`src/rtl/dmem_arbiter.sv`:
```
// Data-memory arbiter: shares one single-port memory between the CPU load/store path and a
// debug/DMA port, with CPU priority, a debug starvation guard and bounded debug bursts.
module dmem_arbiter #(
    parameter int unsigned ADDR_W   = 10,
    parameter int unsigned DATA_W   = 32,
    parameter int unsigned MAX_WAIT = 4,
    parameter int unsigned BURST    = 4
) (
    input  logic              clk,
    input  logic              reset,
    input  logic              cpu_req,
    input  logic              cpu_we,
    input  logic [ADDR_W-1:0] cpu_addr,
    input  logic [DATA_W-1:0] cpu_wdata,
    output logic              cpu_stall,
    output logic [DATA_W-1:0] cpu_rdata,
    output logic              cpu_rvalid,
    input  logic              dbg_req,
    input  logic              dbg_we,
    input  logic [ADDR_W-1:0] dbg_addr,
    input  logic [DATA_W-1:0] dbg_wdata,
    output logic              dbg_gnt,
    output logic [DATA_W-1:0] dbg_rdata,
    output logic              dbg_rvalid,
    output logic [ADDR_W-1:0] mem_addr,
    output logic [DATA_W-1:0] mem_wdata,
    output logic              mem_wen,
    output logic              mem_ren,
    input  logic [DATA_W-1:0] mem_rdata
);

    localparam logic [3:0] MaxWait  = 4'(MAX_WAIT);
    localparam logic [3:0] BurstLen = 4'(BURST);

    typedef enum logic [0:0] {StArb, StBurst} state_e;

    state_e            state_q;
    logic [3:0]        wait_q;
    logic [3:0]        burst_q;
    logic              tag_valid_q;
    logic              tag_dbg_q;
    logic              cpu_rvalid_q;
    logic              dbg_rvalid_q;
    logic [DATA_W-1:0] cpu_rdata_q;
    logic [DATA_W-1:0] dbg_rdata_q;

    logic cpu_grant;
    logic dbg_grant;
    logic burst_continue;
    logic rd_grant;

    assign burst_continue = (state_q == StBurst) && dbg_req && (burst_q < BurstLen);

    // On burst exit the cycle is re-arbitrated, but the CPU wins any conflict so bursts never chain.
    always_comb begin
        cpu_grant = 1'b0;
        dbg_grant = 1'b0;
        if (reset) begin
            if (burst_continue) begin
                dbg_grant = 1'b1;
            end else if (cpu_req && dbg_req) begin
                if ((state_q == StArb) && (wait_q >= MaxWait)) begin
                    dbg_grant = 1'b1;
                end else begin
                    cpu_grant = 1'b1;
                end
            end else if (cpu_req) begin
                cpu_grant = 1'b1;
            end else if (dbg_req) begin
                dbg_grant = 1'b1;
            end
        end
    end

    always_comb begin
        mem_addr  = '0;
        mem_wdata = '0;
        if (reset) begin
            mem_addr  = dbg_grant ? dbg_addr  : cpu_addr;
            mem_wdata = dbg_grant ? dbg_wdata : cpu_wdata;
        end
        mem_wen   = (cpu_grant && cpu_we) || (dbg_grant && dbg_we);
        mem_ren   = (cpu_grant && !cpu_we) || (dbg_grant && !dbg_we);
        cpu_stall = cpu_req && !cpu_grant;
        dbg_gnt   = dbg_grant;
    end

    assign rd_grant = mem_ren;

    always_ff @(posedge clk or negedge reset) begin
        if (!reset) begin
            state_q <= StArb;
            wait_q  <= '0;
            burst_q <= '0;
        end else begin
            if (burst_continue) begin
                burst_q <= burst_q + 4'd1;
            end else if (dbg_grant) begin
                state_q <= StBurst;
                burst_q <= 4'd1;
            end else begin
                state_q <= StArb;
                burst_q <= '0;
            end

            if (!dbg_req || dbg_grant) begin
                wait_q <= '0;
            end else if (wait_q < MaxWait) begin
                wait_q <= wait_q + 4'd1;
            end
        end
    end

    // Read tag follows the grant by one cycle; data and valid follow the tag by one more.
    always_ff @(posedge clk or negedge reset) begin
        if (!reset) begin
            tag_valid_q  <= 1'b0;
            tag_dbg_q    <= 1'b0;
            cpu_rvalid_q <= 1'b0;
            dbg_rvalid_q <= 1'b0;
            cpu_rdata_q  <= '0;
            dbg_rdata_q  <= '0;
        end else begin
            tag_valid_q  <= rd_grant;
            tag_dbg_q    <= dbg_grant;
            cpu_rvalid_q <= tag_valid_q && !tag_dbg_q;
            dbg_rvalid_q <= tag_valid_q && tag_dbg_q;
            if (tag_valid_q && !tag_dbg_q) begin
                cpu_rdata_q <= mem_rdata;
            end
            if (tag_valid_q && tag_dbg_q) begin
                dbg_rdata_q <= mem_rdata;
            end
        end
    end

    assign cpu_rvalid = cpu_rvalid_q;
    assign dbg_rvalid = dbg_rvalid_q;
    assign cpu_rdata  = cpu_rdata_q;
    assign dbg_rdata  = dbg_rdata_q;

endmodule

```
`config.mk`:
```
export PLATFORM = sky130hd
export DESIGN_NAME = dmem_arbiter
export DESIGN_NICKNAME = d
export VERILOG_FILES = /design/src/rtl/dmem_arbiter.sv
export SDC_FILE = /design/constraint.sdc
export NUM_CORES = 1
export LEC_CHECK = 0
export CAP_MARGIN = 20
export CORE_ASPECT_RATIO = 1.1
export CORE_MARGIN = 5
export CORE_UTILIZATION = 37
export CTS_CLUSTER_SIZE = 10
export DETAILED_ROUTE_END_ITERATION = 10
export GPL_ROUTABILITY_DRIVEN = 0
export HOLD_SLACK_MARGIN = 0.08
export PLACE_DENSITY = 0.81
export SLEW_MARGIN = 20
export SYNTH_ARGS = -nofsm -noshare
export SYNTH_HDL_FRONTEND = slang
export SYNTH_SLANG_ARGS = --single-unit
```
`constraint.sdc`:
```
create_clock -name clk -period 2.5 [get_ports clk]
set_input_delay 0.375 -clock clk [delete_from_list [all_inputs] [get_ports clk]]
set_output_delay 0.375 -clock clk [all_outputs]
set_load 0.01 [all_outputs]
```
Yosys cells after proc, flatten, opt, wreduce, memory -nomap -nowiden

Index checks and enable logic that the tools add are counted.

Bits in registers: 77
Input port bits: 122
Output and inout port bits: 112
Logic and storage cells: 55

Add/subtract/negate cells: 2
Order comparisons: 3
Multiplexer cells: 20
Bitwise operators: 1
Reduce and logical (&&, ||, !) cells: 20

Operators by type and width:

| cell                                                                         | count |
|---|---|
| 32-bit two-way mux                                                           | 2 |
| 10-bit two-way mux                                                           | 2 |
| 1-bit two-way mux                                                            | 13 |
| 4-bit two-way mux                                                            | 3 |
| 1-bit logical AND                                                            | 11 |
| 4-bit by 1-bit adder with 4-bit output, second input constant                | 2 |
| 4-bit by 3-bit less-than comparator with 1-bit output, second input constant | 2 |
| 1-bit logical NOT                                                            | 5 |
| 4-bit by 3-bit >= comparator with 1-bit output, second input constant        | 1 |
| 1-bit logical OR                                                             | 3 |
| 2-bit nonzero test                                                           | 1 |
| 1-bit NOT                                                                    | 1 |

Longest topological paths before layout

Gate-level depths: netlist of run 1.

Depth in word-level cells: 8
Mapped depth: 5
Gate-level depth less buffers: 3

Worst setup path after synthesis of run 1

Ideal clock, no wire load.

Path kind: flip-flop to output port
Start point: reg wait_q[3]
End point: out mem_addr[0]
Arrival: 1.635 ns
Data required time: 2.125 ns
Path slack: 0.490 ns
Stages on the path, launching flop included: 6
Buffers on the path: 2
Cells stage by stage: dfrtp_1 or4b_4 and3_1 buf_6 buf_12 mux2i_1

Word-level cells in the longest chain between the ends: 8

RTL lines:

| item                                           | RTL line | text |
|---|---|---|
| from (decl)                                    | 38       | `logic [3:0] wait_q;` |
| from (signal assigned)                         | 109      | `wait_q <= wait_q + 4'd1;` |
| 4-bit by 3-bit >= comparator with 1-bit output | 62       | `if ((state_q == StArb) && (wait_q >= MaxWait)) begin` |
| 1-bit logical AND                              | 62       |  |
| 1-bit two-way mux                              | 62       |  |
| 1-bit two-way mux                              | 61       | `end else if (cpu_req && dbg_req) begin` |
| 1-bit two-way mux                              | 59       | `if (burst_continue) begin` |
| 1-bit two-way mux                              | 58       | `if (reset) begin` |
| 10-bit two-way mux                             | 79       | `mem_addr = dbg_grant ? dbg_addr : cpu_addr;` |
| 10-bit two-way mux                             | 78       | `if (reset) begin` |
| to (decl)                                      | 25       | `output logic [ADDR_W-1:0] mem_addr,` |

Every way passes these cells.

Worst setup path after layout of run 1

Start point: in cpu_req
End point: out mem_wdata[28]

Word-level cells in the longest chain between the ends: 6
Elaborated cells on any way between the ends: 7
Those cells by class: mux: 6; reduce/logical: 1

RTL lines:

| item                                                   | RTL line | text |
|---|---|---|
| from (decl)                                            | 11       | `input logic cpu_req,` |
| 1-bit two-way mux or 1-bit logical AND (tied branches) | 67, 61   |  |
| 1-bit two-way mux *                                    | 61       |  |
| 1-bit two-way mux *                                    | 59       |  |
| 1-bit two-way mux *                                    | 58       |  |
| 32-bit two-way mux *                                   | 80       | `mem_wdata = dbg_grant ? dbg_wdata : cpu_wdata;` |
| 32-bit two-way mux *                                   | 78       |  |
| to (decl)                                              | 26       | `output logic [DATA_W-1:0] mem_wdata,` |

Every way passes the cells marked *; elsewhere a longest branch is shown, timed or not.

==> impl_metrics.toml, run 1 <==
[yosys]
yosysTopAreaCell = "dfrtp_1"
synth-seq-cells = 77
synth.area.top_cells = "dfrtp_1 51%, mux2_2 19%, mux2i_1 11%"
synth.distinct_cells = 29
synth_top_cell_area_share_pct = 51.1
syn_area_sq_um = 3770
async_flop_share_pct = 100
syn_avg_cell_area_sq_um = 11.5
synthMostInstantiatedCell = "nand2_1"
synthCells = 328
yosys-top-cells-count = "90 x nand2_1, 77 x dfrtp_1, 64 x mux2_2"
seq_area_frac_synth_pct = 51.1
synthesis.nets = 452
yosys_warnings = 0
synth_edf_count = 0
ys.flop_type = "dfrtp_1"

[cts]
clock_sinks = 77
clk_latency_ns = 0.35
root_buffer = "clkbuf_8"
cts.clk_slew.worst_paths_ns = 0.08
h-tree-depth = 3
cts_made_buffers = 9
cts_buffer_depth = 2
cts_tree = "yes"

[timing]
fin_worst_hold_slack_ns = 0.495
min_period_over_period_pct = 97.1
setup_viol = 0
fmax_ghz = 0.412
fin_skew_ns = 0.0186
hold_viol = 0
slew_violations = 0
fin_crit_ns = 2.43
rsz0062_at_grt = "false"

[global_routing]
grt_first_pass_wirelength_um = 19200
grt_pass1_vias = 3563
overflow = 0
grt_max_degree = 79
antenna_found_initial = 0
grt_use_total_pct = 19.9

[floorplan]
core_sq_um = 9940
die_area_sq_um = 12300
fp.dieW_um = 106
die_height_um = 116
start_util_pct = 38.0
io_pins = 234
num_rows = 38

[setup_path]
slowest_stage = "clkdlybuf4s50_1"
cp_data_required_time_ns = 2.12
path_cells = "clkdlybuf4s50_1 > or4b_4 > and3_4 > buf_6 > mux2i_1 > clkbuf_2"
crit_arrival_ns = 2.05
regToRegSetupSlack_ns = 0.90
reg2reg_to = "wait_q[1]$_DFFE_PN0P_"
cp.depth = 6
crit_path_end_kind = "output port"
worstPathMaxFanout = 13
crit_family = "buffers and inverters"
ff2ff_path_depth = 4
crit_end = "mem_wdata[28]"
critPathMaxStageDelay_ns = 0.47
cp_num_buf_inv = 3
worst-setup-path-type = "input pin to output port"
startpoint = "cpu_req"
r2r-start = "wait_q[3]$_DFFE_PN0P_"
crit_path_start_kind = "input pin"

[pwr]
swShare_pct = 29.3
p_seq_share_pct = 39.6
netSwitchingPower_w = 0.00126
clkPwrFrac_pct = 22.1
p_comb_share_pct = 38.3
power.density_nw_per_um2 = 681
internal_power_w = 0.00306
ir_worst_vdd_uv = 602
finalPower_w = 0.00432
power_leakage_nw = 2.86

[placement]
dp_hpwl_um = 9700
port_buffers = 233

[drt]
wl_um = 12500
drtPass1Iterations = 5
num_vias = 3370
viasPerCell = 4.81
dr.first_iter.drc_count = 169
antenna_left = 0
remaining_drc_errors = 0
routedWlPerCell_um = 17.9

[layout]
finalNetCount = 699
area_growth_pct = 68.1
num_antenna_cells = 0
fillCellCount = 818
drive_gt1_share_pct = 26.4

[run]
drv_cap = 0

[min_path]
hp-start = "burst_q[0]$_DFF_PN0_"
min_path_type = "flop to flop"

[status]
status = "finished, final reports clean"
## worst register-to-register path, delay by kind of cell (launching register included)
kind	cells	cell delay, ns
simple gates	1	0.54
compound gates	2	0.43
flops	1	0.40
buf+inv	1	0.15
## cell type report
cell class                      count  area (sq um)  area share (%)
Inverter                            4          15.0           0.237
Timing Repair Buffer              258          2350            37.1
Clock inverter                      7          77.6            1.22
Tap cell                          120           150            2.37
Clock buffer                        9           124            1.95
Multi-Input combinational cell    225          1700            26.8
Sequential cell                    77          1930            30.4
## timing repair
item	4_1_cts	5_1_grt
hold endpoints to repair	1	0
setup endpoints to repair	46	21
buffers inserted	0	1
gates cloned	0	1
pin swaps	0	0
resized for setup	161	21
hold buffers	1	0
## power groups by stage
| stage | Combinational (W) | Clock (W) | Sequential (W) |
|---|---|---|---|
| 3_3_place_gp | 0.00168 | 0 | 0.00171 |
| 4_1_cts | 0.00169 | 0.000990 | 0.00172 |
| 2_1_floorplan | 0.000487 | 0 | 0.00187 |
| 3_5_place_dp | 0.00171 | 0 | 0.00174 |
| 6_report | 0.00165 | 0.000956 | 0.00171 |
| 5_1_grt | 0.00177 | 0.00105 | 0.00176 |
## registers in the layout, summed over array words and instances, names as in the netlist
name	count
dbg_rvalid	1
dbg_rdata	32
cpu_rdata	32
burst_q	4
tag_dbg_q	1
tag_valid_q	1
cpu_rvalid	1
state_q	1
wait_q	4
## cell usage in the layout, fill, tap and decap left out
cell | synthesis | layout
ha_1 | 2 | 2
a31o_2 | 1 | 1
inv_8 | 0 | 1
or4b_4 | 1 | 1
bufinv_16 | 0 | 1
inv_1 | 4 | 4
inv_6 | 0 | 3
nand2b_1 | 1 | 1
nand4bb_1 | 1 | 1
clkbuf_16 | 0 | 1
dlygate4sd2_1 | 0 | 4
clkbuf_8 | 0 | 9
nand2_1 | 90 | 90
xnor2_1 | 1 | 1
a21oi_1 | 2 | 2
o211ai_1 | 1 | 1
buf_2 | 2 | 41
clkbuf_2 | 0 | 1
nand3_2 | 0 | 1
clkdlybuf4s50_1 | 0 | 186
mux2_2 | 64 | 64
buf_4 | 0 | 21
o21ai_0 | 2 | 2
buf_6 | 1 | 1
conb_1 | 1 | 1
and2_1 | 3 | 3
o311ai_1 | 0 | 1
dlygate4sd3_1 | 0 | 1
dfrtp_1 | 77 | 77
buf_12 | 4 | 2
o22ai_1 | 2 | 2
nor2_1 | 5 | 5
nor3_1 | 1 | 1
and3_4 | 0 | 1
mux2i_1 | 42 | 42
o32ai_2 | 0 | 1
clkinv_2 | 0 | 2
nor2b_4 | 0 | 1
## logic make-up after synthesis
kind of cell / synth area share [%]
and+or+nand+nor: 11.4
muxes: 30.2
other: 0.0994
xor gates and xnor gates: 0.232
DFF: 51.1
adders and majority gates: 0.663
AOI/OAI and AO/OA: 1.76
buffers and inverters: 4.58
## how the worst min path moves through the flow
stage                     slack (ns)  cells past startpoint               endpoint
after floorplan                 0.08                      0   burst_q[0]$_DFF_PN0_
after global placement          0.45                      2  wait_q[0]$_DFFE_PN0P_
after detailed placement        0.45                      2  wait_q[1]$_DFFE_PN0P_
after CTS                       0.50                      1   burst_q[0]$_DFF_PN0_
after global routing            0.51                      1   burst_q[0]$_DFF_PN0_
final                           0.49                      1   burst_q[0]$_DFF_PN0_
## through the flow
step	setup TNS (ns)	instance area, sq um	utilization (%)	cells	setup slack, ns
final	0	6340	63.8	700	0.0725
after floorplan	0	3770	-	328	0.490
after global routing	0	6340	63.8	700	0.0309
after global placement	-15.12	6290	63.3	681	-0.378
after detailed placement	-16.01	6290	63.3	681	-0.409
after CTS	-0.0135	6420	64.6	698	-0.0135
## metal layers
metal	vias up	wire length (um)	GRT usage, %
met5	-	0	0
met4	0	140	4.23
met1	1620	4790	23.1
met3	12	1230	8.25
li1	1599	-	-
met2	139	6370	34.7
(Power assumes the default switching activity.)
==> run 2: changes to the inputs <==
--- a/config.mk
+++ b/config.mk
@@ -12,6 +12,7 @@
 export CTS_CLUSTER_SIZE = 10
 export DETAILED_ROUTE_END_ITERATION = 10
 export GPL_ROUTABILITY_DRIVEN = 0
+export GPL_TIMING_DRIVEN = 0
 export HOLD_SLACK_MARGIN = 0.08
 export PLACE_DENSITY = 0.81
 export SLEW_MARGIN = 20
==> run 2 against run 1 <==
  * Critical path type is now flop to output port
  * Design area rose by 3.9%
  * Highest routed layer unchanged
  * Hold slack worse by 0.0039 ns
  * Largest cell class unchanged
  * Combinational power is 4% higher
==> impl_metrics.toml, run 2 (synthesized netlist as in run 1, its figures left out) <==
[status]
status = "finished, final reports clean"

[timing]
slew_violations = 0
tightest_slew_ns = 0.929
rsz0062_at_grt = "true"
final.setup.tns_ns = 0
fin_crit_ns = 2.48
maxSlewHeadroom_pct = 37.8
min_period_over_period_pct = 99.1
hold_viol = 0
setup_viol = 0
fmax_ghz = 0.404
fin_worst_hold_slack_ns = 0.491
fin_skew_ns = 0.0173

[min_path]
whs_endpoint = "burst_q[0]$_DFF_PN0_"
holdPathStages = 1
min_path_type = "flop to flop"
hp-start = "burst_q[0]$_DFF_PN0_"

[floorplan]
fp.dieW_um = 106
io_pins = 234
num_rows = 38
die_area_sq_um = 12300
die_height_um = 116
core_sq_um = 9940
start_util_pct = 38.0

[layout]
area_growth_pct = 74.7
fillCellCount = 800
final_cell_mix = "186 x clkdlybuf4s50_1, 90 x nand2_1, 76 x dfrtp_1, 64 x mux2_2, 41 x buf_2"
num_antenna_cells = 0
finalNetCount = 710
drive_gt1_share_pct = 26.1
final_common_cell = "clkdlybuf4s50_1"

[setup_path]
startpoint = "wait_q[3]$_DFFE_PN0P_"
crit_path_end_kind = "output port"
crit_path_start_kind = "flop"
cp_num_buf_inv = 2
worst-setup-path-type = "flop to output port"
r2r-start = "tag_dbg_q$_DFF_PN0_"
slowest_stage = "or4b_4"
cp.depth = 5
crit_arrival_ns = 2.10
reg2reg_to = "cpu_rdata[30]$_DFFE_PN0P_"
critPathMaxStageDelay_ns = 0.54
cp_data_required_time_ns = 2.12
path_cells = "or4b_4 > and3_4 > buf_16 > mux2i_4 > buf_2"
ff2ff_path_depth = 4
crit_family = "simple AND/OR/NAND/NOR gates"
worstPathMaxFanout = 9
regToRegSetupSlack_ns = 0.75

[drt]
num_vias = 3427
drtPass1Iterations = 4
remaining_drc_errors = 0
viasPerCell = 4.82
antenna_left = 0
dr.first_iter.drc_count = 132
wl_um = 13300
routedWlPerCell_um = 18.6

[run]
drv_cap = 0

[cts]
cts_made_buffers = 9
cts_buffer_depth = 2
cts.clk_slew.worst_paths_ns = 0.08
cts_tree = "yes"
h-tree-depth = 3
root_buffer = "clkbuf_8"
clk_latency_ns = 0.35
clock_sinks = 77

[global_routing]
grt_max_degree = 35
grt_first_pass_wirelength_um = 20200
grt_use_total_pct = 21.1
grt_pass1_vias = 3792
antenna_found_initial = 0
overflow = 0

[pwr]
p_seq_share_pct = 38.6
internal_power_w = 0.00311
power.density_nw_per_um2 = 673
power_leakage_nw = 2.93
ir_worst_vdd_uv = 470
p_comb_share_pct = 38.8
clkPwrFrac_pct = 22.5
swShare_pct = 29.9
netSwitchingPower_w = 0.00133

[placement]
port_buffers = 233
dp_hpwl_um = 9930
[run 2: cell count changes in the layout (fill, tap and decap cells not counted), moves of 3 or more]
cell and delta:
clkbuf_1 +8, mux2i_4 +3, mux2i_1 -4, clkbuf_2 +3, buf_1 +3, buf_4 -16
buf_12 +5
[run 2: timing repair]
item,4_1_cts,5_1_grt
gates cloned,2,2
endpoints found under the hold margin,34,0
hold buffers,5,0
gates resized for setup,178,20
setup buffers,4,1
endpoints found under the setup margin,46,30
[run 2: how the worst max path moves through the flow]
| stage | to | slack [ns] |
|---|---|---|
| 2_1_floorplan | mem_addr[0] | 0.49 |
| 3_3_place_gp | mem_ren | -3.14 |
| 3_5_place_dp | mem_addr[0] | -0.97 |
| 4_1_cts | mem_wdata[10] | 0.00006 |
| 5_1_grt | cpu_stall | -0.07 |
| 6_report | mem_wdata[28] | 0.02 |
[run 2: final cells by class]
class                   count  area [sq um]  share of cell area, %
repair buffers            248          2380                   36.1
flip-flops and latches     77          1930                   29.3
multi-input cells         225          1750                   26.5
plain buffers              21           154                   2.33
well taps                 120           150                   2.28
clock buffers               9           124                   1.88
clock inverters             7          92.6                   1.40
inverters                   4          15.0                  0.228
[run 2: layer usage]
layer | up-vias | wire length [um] | track usage (%)
met4 | 0 | 181 | 5.35
met5 | - | 0 | 0
met2 | 120 | 6970 | 38.8
met1 | 1665 | 5060 | 23.7
met3 | 15 | 1050 | 6.91
li1 | 1627 | - | -
[run 2: power by group through the flow]
stage	registers (W)	clock network, W	logic, W
after CTS	0.00171	0.00102	0.00173
final	0.00171	0.000999	0.00172
after floorplan	0.00187	0	0.000487
after detailed placement	0.00173	0	0.00171
after global placement	0.00171	0	0.00168
after global routing	0.00176	0.00108	0.00184
[run 2: through the flow]
step                      power (W)  setup WS, ns  utilization [%]  cells  area [sq um]
after floorplan             0.00235         0.490                -    328          3770
after global placement      0.00339         -3.14             63.0    681          6260
after detailed placement    0.00344        -0.973             63.1    682          6270
after CTS                   0.00446     0.0000575             66.4    708          6600
after global routing        0.00468       -0.0743             66.3    711          6590
final                       0.00444        0.0236             66.3    711          6590
[run 2: worst register-to-register path: stages, from the launching register on]
cell and delay, ns:
dfrtp_1 0.38, nor2b_1 0.10, clkbuf_1 0.27, clkbuf_1 0.48
mux2_2 0.41
==> run 3: changes to the inputs <==
--- a/config.mk
+++ b/config.mk
@@ -14,6 +14,7 @@
 export GPL_ROUTABILITY_DRIVEN = 0
 export GPL_TIMING_DRIVEN = 0
 export HOLD_SLACK_MARGIN = 0.08
+export MAX_ROUTING_LAYER = met4
 export PLACE_DENSITY = 0.81
 export SLEW_MARGIN = 20
 export SYNTH_ARGS = -nofsm -noshare
==> run 3 against run 2 <==
  * Via count did not move
  * Combinational power is essentially flat
  * Utilization did not move
  * Maximum frequency hardly changed
  * Hold slack hardly changed
  * Largest power group unchanged
==> impl_metrics.toml, run 3 (synthesized netlist as in run 1, its figures left out) <==
[status]
status = "finished, final reports clean"

[global_routing]
grt_max_degree = 35
grt_use_total_pct = 21.8
grt_first_pass_wirelength_um = 20100
overflow = 0
grt_pass1_vias = 3804
antenna_found_initial = 0

[layout]
drive_gt1_share_pct = 26.1
finalNetCount = 710
num_antenna_cells = 0
fillCellCount = 800
area_growth_pct = 74.7
final_common_cell = "clkdlybuf4s50_1"
finalInstanceArea_sq_um = 6590
final_cell_mix = "186 x clkdlybuf4s50_1, 90 x nand2_1, 76 x dfrtp_1, 64 x mux2_2, 41 x buf_2"

[timing]
slew_violations = 0
min_period_over_period_pct = 99.0
tightest_slew_ns = 0.949
fin_worst_hold_slack_ns = 0.491
rsz0062_at_grt = "true"
fin_crit_ns = 2.48
fmax_ghz = 0.404
maxSlewHeadroom_pct = 36.5
setup_viol = 0
fin_skew_ns = 0.0179
hold_viol = 0
final.setup.tns_ns = 0

[cts]
h-tree-depth = 3
cts_buffer_depth = 2
cts_tree = "yes"
clk_latency_ns = 0.35
clock_sinks = 77
cts.clk_slew.worst_paths_ns = 0.08
root_buffer = "clkbuf_8"
cts_made_buffers = 9

[drt]
wl_met1_um = 5210
wl_met3_um = 918
met2_length_um = 6960
wl_um = 13300
top_layer = "met4"
routedWlPerCell_um = 18.6
antenna_left = 0
viasPerCell = 4.82
dr.first_iter.drc_count = 152
drtPass1Iterations = 4
num_vias = 3427
remaining_drc_errors = 0

[min_path]
holdPathStages = 1
min_path_type = "flop to flop"

[run]
drv_cap = 0

[pwr]
p_seq_share_pct = 38.6
netSwitchingPower_w = 0.00133
p_comb_share_pct = 38.8
clkPwrFrac_pct = 22.5
power.density_nw_per_um2 = 673
ir_worst_vdd_uv = 472
internal_power_w = 0.00311
swShare_pct = 29.9
power_leakage_nw = 2.93

[setup_path]
cp_num_buf_inv = 2
slowest_stage = "or4b_4"
crit_path_start_kind = "flop"
worst-setup-path-type = "flop to output port"
crit_arrival_ns = 2.10
cp.depth = 5
ff2ff_path_depth = 4
cp_data_required_time_ns = 2.12
crit_path_end_kind = "output port"
worstPathMaxFanout = 9
crit_family = "simple AND/OR/NAND/NOR gates"
path_cells = "or4b_4 > and3_4 > buf_16 > mux2i_4 > buf_2"
critPathMaxStageDelay_ns = 0.54

[floorplan]
io_pins = 234
start_util_pct = 38.0
fp.dieW_um = 106
core_sq_um = 9940
die_area_sq_um = 12300
num_rows = 38
die_height_um = 116

[placement]
port_buffers = 233
dp_hpwl_um = 9930
dpl-instance-area_sq_um = 6270
-- run 3: metrics by stage --
stage / setup WS [ns] / power (W) / util, % / instances
2_1_floorplan: 0.490 / 0.00235 / - / 328
3_3_place_gp: -3.14 / 0.00339 / 63.0 / 681
3_5_place_dp: -0.973 / 0.00344 / 63.1 / 682
4_1_cts: 0.0000575 / 0.00446 / 66.4 / 708
5_1_grt: -0.0743 / 0.00468 / 66.3 / 711
6_report: 0.0242 / 0.00444 / 66.3 / 711
-- run 3: final timing paths --
kind | start | end | slack (ns)
worst max-delay path | wait_q[3]$_DFFE_PN0P_ | mem_wdata[28] | 0.02
worst min-delay path | burst_q[0]$_DFF_PN0_ | burst_q[0]$_DFF_PN0_ | 0.49
worst max register to register | tag_dbg_q$_DFF_PN0_ | cpu_rdata[30]$_DFFE_PN0P_ | 0.76
worst min register to register | burst_q[0]$_DFF_PN0_ | burst_q[0]$_DFF_PN0_ | 0.49
max in group asynchronous | reset | state_q$_DFFE_PN0N_ | 1.03
min in group asynchronous | reset | dbg_rdata[12]$_DFFE_PN0P_ | 0.63
-- run 3: power groups by stage --
stage | registers [W] | clock network, W | logic, W
CTS | 0.00171 | 0.00102 | 0.00173
global placement | 0.00171 | 0 | 0.00168
finish | 0.00171 | 0.00100 | 0.00172
floorplan | 0.00187 | 0 | 0.000487
detailed placement | 0.00173 | 0 | 0.00171
global route | 0.00176 | 0.00109 | 0.00183
-- run 3: cell type report --
type	instances	area, sq um	area share, %
flip-flops and latches	77	1930	29.3
clock inverters	7	92.6	1.40
multi-input cells	225	1750	26.5
well taps	120	150	2.28
inverters	4	15.0	0.228
plain buffers	21	154	2.33
repair buffers	248	2380	36.1
clock buffers	9	124	1.88
-- run 3: routing by layer --
layer,vias up,GRT usage [%]
li1,1626,-
met1,1663,24.5
met3,16,6.13
met4,0,4.84
met2,122,38.8
met5,-,-
-- run 3: worst register-to-register path: stages, from the launching register on --
cell      delay [ns]
dfrtp_1         0.38
nor2b_1         0.10
clkbuf_1        0.27
clkbuf_1        0.47
mux2_2          0.41
-- run 3: repair_timing --
action / CTS / global route
setup buffers: 4 / 1
hold endpoints to repair: 34 / 0
hold buffers: 5 / 0
gates cloned: 2 / 2
endpoints found under the setup margin: 46 / 31
gates resized for setup: 178 / 20
